--- src/rtl/act_loader_if.sv ---
// Bus between the MLP controller/datapath and the activation loader.
// Handshake: load_en is a level request from the controller that stays high
// until load_done (a one-cycle pulse) is seen; the loader re-arms only after
// load_en has returned low. start is a pulse that aborts any load in flight.
// wr_en/wr_addr/wr_data is a fire-and-forget write port into the buffer:
// every cycle with wr_en high is one accepted write, with no back-pressure.
interface act_loader_if #(
  parameter int NO_HL  = 2,
  parameter int NO_NHL = 28,
  parameter int DATA_W = 8
);
  localparam int LW = $clog2(NO_HL + 1);

  logic                     start;
  logic                     load_en;
  logic [NO_NHL*DATA_W-1:0] act_vec;
  logic                     wr_en;
  logic [10:0]              wr_addr;
  logic [DATA_W-1:0]        wr_data;
  logic                     load_done;
  logic [3:0]               pred;
  logic                     pred_valid;
  logic [LW-1:0]            layer_idx;
  logic [2:0]               dbg_state;

  modport master (
    output start, load_en, act_vec,
    input  wr_en, wr_addr, wr_data, load_done, pred, pred_valid, layer_idx,
           dbg_state
  );

  modport slave (
    input  start, load_en, act_vec,
    output wr_en, wr_addr, wr_data, load_done, pred, pred_valid, layer_idx,
           dbg_state
  );
endinterface

--- src/rtl/act_loader.sv ---
// Activation loader: captures a layer's activated outputs, writes them
// serially into the activation buffer, pulses load_done, and computes the
// argmax of the output layer as the predicted class.
module act_loader #(
  parameter int NO_HL  = 2,
  parameter int NO_NIL = 784,
  parameter int NO_NHL = 28,
  parameter int NO_NOL = 10,
  parameter int DATA_W = 8
) (
  input  logic         clk,
  input  logic         rst,
  act_loader_if.slave  bus
);
  localparam int ADDR_W = 11;
  localparam int LW     = $clog2(NO_HL + 1);
  localparam int CW     = $clog2(NO_NHL + 1);
  localparam logic [CW-1:0]     HID_SZ  = CW'(NO_NHL);
  localparam logic [CW-1:0]     OUT_SZ  = CW'(NO_NOL);
  localparam logic [ADDR_W-1:0] BASE0   = ADDR_W'(NO_NIL);
  localparam logic [LW-1:0]     OUT_IDX = LW'(NO_HL);

  typedef enum logic [2:0] {
    S_IDLE     = 3'd0,
    S_CAPTURE  = 3'd1,
    S_WRITE    = 3'd2,
    S_DONE     = 3'd3,
    S_WAIT_LOW = 3'd4
  } state_t;

  state_t              r_state;
  state_t              w_next;
  logic [DATA_W-1:0]   r_act [NO_NHL];
  logic [CW-1:0]       r_i;
  logic [ADDR_W-1:0]   r_base;
  logic [LW-1:0]       r_layer;
  logic [DATA_W-1:0]   r_max;
  logic [CW-1:0]       r_arg;
  logic                r_wr_en;
  logic [ADDR_W-1:0]   r_wr_addr;
  logic [DATA_W-1:0]   r_wr_data;
  logic                r_load_done;
  logic [3:0]          r_pred;
  logic                r_pred_valid;

  logic                w_is_out;
  logic [CW-1:0]       w_size;
  logic                w_last;
  logic [DATA_W-1:0]   w_lane;

  assign w_is_out = (r_layer == OUT_IDX);
  assign w_size   = w_is_out ? OUT_SZ : HID_SZ;
  assign w_last   = (r_i == w_size - CW'(1));
  assign w_lane   = r_act[r_i];

  assign bus.wr_en      = r_wr_en;
  assign bus.wr_addr    = r_wr_addr;
  assign bus.wr_data    = r_wr_data;
  assign bus.load_done  = r_load_done;
  assign bus.pred       = r_pred;
  assign bus.pred_valid = r_pred_valid;
  assign bus.layer_idx  = r_layer;
  assign bus.dbg_state  = r_state;

  // State register.
  always_ff @(posedge clk or negedge rst) begin
    if (!rst) r_state <= S_IDLE;
    else      r_state <= w_next;
  end

  // Next state; start overrides everything, WAIT_LOW blocks re-triggering.
  always_comb begin
    w_next = r_state;
    if (bus.start) begin
      w_next = S_IDLE;
    end else begin
      case (r_state)
        S_IDLE:     if (bus.load_en) w_next = S_CAPTURE;
        S_CAPTURE:  w_next = S_WRITE;
        S_WRITE:    if (w_last) w_next = S_DONE;
        S_DONE:     w_next = S_WAIT_LOW;
        S_WAIT_LOW: if (!bus.load_en) w_next = S_IDLE;
        default:    w_next = S_IDLE;
      endcase
    end
  end

  // Snapshot of the parallel activation bus, frozen for the whole write burst.
  always_ff @(posedge clk) begin
    if (r_state == S_CAPTURE && !bus.start) begin
      for (int k = 0; k < NO_NHL; k++) r_act[k] <= bus.act_vec[k*DATA_W +: DATA_W];
    end
  end

  // Write sequencing, layer/base bookkeeping and running argmax.
  always_ff @(posedge clk or negedge rst) begin
    if (!rst) begin
      r_i          <= '0;
      r_base       <= BASE0;
      r_layer      <= '0;
      r_max        <= '0;
      r_arg        <= '0;
      r_wr_en      <= 1'b0;
      r_wr_addr    <= '0;
      r_wr_data    <= '0;
      r_load_done  <= 1'b0;
      r_pred       <= '0;
      r_pred_valid <= 1'b0;
    end else if (bus.start) begin
      r_base       <= BASE0;
      r_layer      <= '0;
      r_wr_en      <= 1'b0;
      r_load_done  <= 1'b0;
      r_pred       <= '0;
      r_pred_valid <= 1'b0;
    end else begin
      r_wr_en     <= 1'b0;
      r_load_done <= 1'b0;
      case (r_state)
        S_CAPTURE: r_i <= '0;
        S_WRITE: begin
          r_wr_en   <= 1'b1;
          r_wr_addr <= r_base + ADDR_W'(r_i);
          r_wr_data <= w_lane;
          r_i       <= r_i + CW'(1);
          // Strict greater-than keeps the lowest index on ties.
          if (r_i == '0 || w_lane > r_max) begin
            r_max <= w_lane;
            r_arg <= r_i;
          end
        end
        S_DONE: begin
          r_load_done <= 1'b1;
          if (w_is_out) begin
            r_layer      <= '0;
            r_base       <= BASE0;
            r_pred       <= 4'(r_arg);
            r_pred_valid <= 1'b1;
          end else begin
            r_layer <= r_layer + LW'(1);
            r_base  <= r_base + ADDR_W'(w_size);
          end
        end
        default: ;
      endcase
    end
  end
endmodule

--- src/flat_wrapper.sv ---
// flat-port wrapper written by rule: the top's interface ports become plain ports
module act_loader_flat 
#(
  parameter int NO_HL  = 2,
  parameter int NO_NIL = 784,
  parameter int NO_NHL = 28,
  parameter int NO_NOL = 10,
  parameter int DATA_W = 8
)
  (clk, rst, bus_start, bus_load_en, bus_act_vec, bus_wr_en, bus_wr_addr, bus_wr_data, bus_load_done, bus_pred, bus_pred_valid, bus_layer_idx, bus_dbg_state);
  act_loader_if #(.NO_HL(NO_HL), .NO_NHL(NO_NHL), .DATA_W(DATA_W)) bus_i ();
  input  logic clk;
  input  logic rst;
  input wire logic [$bits(bus_i.start)-1:0] bus_start;
  input wire logic [$bits(bus_i.load_en)-1:0] bus_load_en;
  input wire logic [$bits(bus_i.act_vec)-1:0] bus_act_vec;
  output wire logic [$bits(bus_i.wr_en)-1:0] bus_wr_en;
  output wire logic [$bits(bus_i.wr_addr)-1:0] bus_wr_addr;
  output wire logic [$bits(bus_i.wr_data)-1:0] bus_wr_data;
  output wire logic [$bits(bus_i.load_done)-1:0] bus_load_done;
  output wire logic [$bits(bus_i.pred)-1:0] bus_pred;
  output wire logic [$bits(bus_i.pred_valid)-1:0] bus_pred_valid;
  output wire logic [$bits(bus_i.layer_idx)-1:0] bus_layer_idx;
  output wire logic [$bits(bus_i.dbg_state)-1:0] bus_dbg_state;
  assign bus_i.start = bus_start;
  assign bus_i.load_en = bus_load_en;
  assign bus_i.act_vec = bus_act_vec;
  assign bus_wr_en = bus_i.wr_en;
  assign bus_wr_addr = bus_i.wr_addr;
  assign bus_wr_data = bus_i.wr_data;
  assign bus_load_done = bus_i.load_done;
  assign bus_pred = bus_i.pred;
  assign bus_pred_valid = bus_i.pred_valid;
  assign bus_layer_idx = bus_i.layer_idx;
  assign bus_dbg_state = bus_i.dbg_state;
  act_loader #(.NO_HL(NO_HL), .NO_NIL(NO_NIL), .NO_NHL(NO_NHL), .NO_NOL(NO_NOL), .DATA_W(DATA_W)) u_core (.clk(clk), .rst(rst), .bus(bus_i));
endmodule
--- config.mk ---
export PLATFORM = sky130hd
export DESIGN_NAME = act_loader_flat
export DESIGN_NICKNAME = d
export VERILOG_FILES = /design/src/rtl/act_loader_if.sv /design/src/rtl/act_loader.sv /design/src/flat_wrapper.sv
export SDC_FILE = /design/constraint.sdc
export NUM_CORES = 1
export LEC_CHECK = 0
export ABC_AREA = 1
export BUFFER_PORTS_ARGS = -buffer_cell sky130_fd_sc_hd__buf_2
export CAP_MARGIN = 20
export CORE_MARGIN = 5
export CORE_UTILIZATION = 40
export DETAILED_ROUTE_END_ITERATION = 8
export PLACE_DENSITY = 0.67
export SLEW_MARGIN = 25
export SYNTH_ARGS = -nofsm -noshare
export SYNTH_HDL_FRONTEND = slang
export SYNTH_SLANG_ARGS = --single-unit
--- constraint.sdc ---
create_clock -name clk -period 14.01 [get_ports clk]
set_input_delay 2.802 -clock clk [delete_from_list [all_inputs] [get_ports clk]]
set_output_delay 2.802 -clock clk [all_outputs]
set_load 0.005 [all_outputs]
==> results.json <==
{
  "status": "finished, final reports clean",
  "min_period_ns": 4.49,
  "grt_pass1_wl_um": 47900,
  "core_area_um2": 30400,
  "synth_cells": 1188,
  "post_synth_num_cell_types": 39,
  "slew_headroom_pct": 32.0,
  "final_cells": 1856,
  "yosysMostFrequentCell": "nand2_1",
  "fin_ws_ns": 9.52,
  "fin_setup_tns_ns": 0,
  "ctsHoldBuffers": 0,
  "dp_hpwl_um": 21700,
  "async_flop_share_pct": 20.6,
  "die_x_um": 185,
  "postLayoutCoreUtil_pct": 48.7,
  "pwr_density_cell_nw_per_um2": 171,
  "drive_gt1_share_pct": 23.2,
  "avgRoutedWirePerCell_um": 16.9,
  "p_int_mw": 1.68,
  "critPathKind": "in -> reg",
  "synth.top_cell.area_share_pct": 55.0,
  "hold_path.class": "reg -> reg",
  "combPwrFrac_pct": 26.8,
  "place_area_um2": 13800,
  "drc": 0,
  "synthesis.area_um2": 12200,
  "hold_viol": 0,
  "clk_path_buf_depth": 3,
  "ys_seq_elements": 282,
  "synth_top_family_by_area": "simple AND/OR/NAND/NOR gates",
  "setup_viol": 0,
  "yosys.area_share.xor_xnor_pct": 0.215,
  "p_leak_nw": 6.66,
  "period_share_pct": 32.0,
  "r2r_slack_ns": 9.84,
  "max_freq_mhz": 223,
  "design_area_um2": 14800,
  "die_y_um": 185,
  "worst_hold_slack_ns": 0.477,
  "r2r_start": "u_core.r_i[0]",
  "row_count": 64,
  "die_area_um2": 34200,
  "cts_tree": "yes",
  "holdPathEnd": "u_core.bus.wr_data[3]",
  "synth_fp_nets": 1433,
  "antenna_found_initial": 2,
  "clkSlewWorstSetupHoldPaths_ns": 0.06,
  "ant_nets": 0,
  "r2r_cells": 18,
  "clkPwrFrac_pct": 31.9,
  "rsz0062_at_grt": "no",
  "grt_pass1_vias": 8837,
  "switching_share_pct": 33.7,
  "cts_resized": 0,
  "avgSynthCellArea_um2": 10.3,
  "cts_setup_buffers": 0,
  "cts.sinks": 282,
  "synthTopCellsByCount": "nand2_1, edfxtp_1, inv_1",
  "yosysTopAreaCell": "edfxtp_1",
  "grt_util_all_layers_pct": 18.0,
  "switchingPower_uw": 855,
  "path_max_fanout": 25,
  "yosysWarnings": 0,
  "grt_max_degree": 146,
  "synthMuxAreaShare_pct": 0,
  "final_max_slew_viol_count": 0,
  "start_util_pct": 40.2,
  "drtIter0Drc": 657,
  "min_from": "u_core.bus.wr_data[3]",
  "cap_violations": 0,
  "clock_latency_ns": 0.57,
  "io_pins": 259,
  "p_total_mw": 2.54,
  "via_count": 8842,
  "dp_cells": 1796,
  "pwr-share-seq_pct": 41.2,
  "synth-simple-area-share_pct": 20.7,
  "vdd_drop_max_v": 0.000108,
  "synth_fa_ha_area_share_pct": 1.80,
  "gp_congestion": 0.818,
  "io_buffers": 258,
  "hold_depth": 2,
  "clock-root-buffer": "clkbuf_16",
  "cp-start-kind": "primary input",
  "worst_slew_pin_slew_ns": 1.02,
  "first_pass_iters": 5,
  "dp_slack_ns": 8.94,
  "synth_edf_count": 224,
  "htreeDepth": 1,
  "cts_buffers": 31,
  "grt_overflow_total": 0,
  "synth_compound_area_share_pct": 4.10,
  "ys.flop_type": "edfxtp_1",
  "reg2reg_to": "u_core.r_max[4]",
  "synth.area.top_cells": "edfxtp_1, nand2_1, dfrtp_1, nand3_1, inv_1",
  "ys_seq_area_share_pct": 66.9,
  "routed_wl_um": 31500,
  "cp.required_ns": 14.47,
  "fin_skew_ns": 0.00794,
  "vias_per_cell": 4.76,
  "syn_to_final_growth_pct": 21.1,
  "crit_arrival_ns": 4.94,
  "fin_nets": 1678,
  "endpoint_kind": "flop"
}
==> cell families (layout without fill, tap and decap cells) <==
group                    Yosys count  in the layout
AND/OR/NAND/NOR                  621            621
flip-flops                       282            282
buffers and inverters            175            445
AO/OA/AOI/OAI                     90             90
adder cells (fa/ha/maj)           17             17
XOR/XNOR                           3              3
other                              0              2
==> placed cells by master, fill, tap and decap left out, types with 10 or more instances in the layout <==
cell type,count
o21ai_0,48
buf_2,258
nand2_1,412
nand3_1,98
nor2_2,10
ha_1,16
dfrtp_1,53
a21oi_1,11
nor2_1,85
o21ai_1,16
clkbuf_16,31
edfxtp_1,224
inv_1,119
==> layer usage <==
metal	wire length [µm]	part of all wire, %	vias to the layer above	track usage [%]
met5	0	0	-	0
met4	844	2.7	0	4.96
met3	1840	5.8	52	3.04
met2	15300	49	284	30.8
met1	13400	43	4098	24.0
li1	-	-	4408	-
==> how the worst max path moves through the flow <==
stage / from / end / slack [ns] / cells past startpoint
after CTS: bus_start / u_core.r_max[4] / 9.52 / 7
after detailed placement: bus_start / u_core.r_max[4] / 8.94 / 7
after global routing: bus_start / u_core.r_max[7] / 9.32 / 7
after global placement: bus_start / u_core.r_act[25][2] / 8.97 / 4
after floorplan: bus_start / u_core.r_act[0][0] / 1.13 / 1
final: bus_start / u_core.r_max[6] / 9.52 / 7
==> worst max-delay path, stage by stage <==
cell	delay, ns
buf_2	0.15
nor2_1	0.17
nand3_2	0.45
inv_1	0.72
nand2_1	0.42
nand2_1	0.15
nand2_1	0.07
==> layout make-up <==
class,instances,area [µm²]
fillers,2794,15600
flip-flops and latches,282,8190
multi-input cells,731,3280
repair buffers,263,1340
clock buffers,39,826
well taps,396,495
inverters,124,470
clock inverters,19,201
diodes,2,5.00
==> power by group through the flow <==
stage / sequential [mW] / clock [mW] / combinational [mW]
floorplan: 1.04 / 0 / 0.492
global placement: 1.06 / 0 / 0.690
detailed placement: 1.06 / 0 / 0.700
CTS: 1.05 / 0.831 / 0.703
global route: 1.05 / 0.862 / 0.781
finish: 1.05 / 0.810 / 0.680
==> sequential cells by signal, indices dropped and copies added (netlist names) <==
name	count
u_core.r_arg	4
u_core.bus.pred_valid	1
u_core.bus.wr_en	1
u_core.bus.wr_addr	11
u_core.r_base	10
u_core.r_i	5
u_core.bus.load_done	1
u_core.r_act	224
u_core.bus.layer_idx	2
u_core.bus.dbg_state	3
u_core.r_max	8
u_core.bus.wr_data	8
u_core.bus.pred	4
Power figures use the tool's default switching activity.
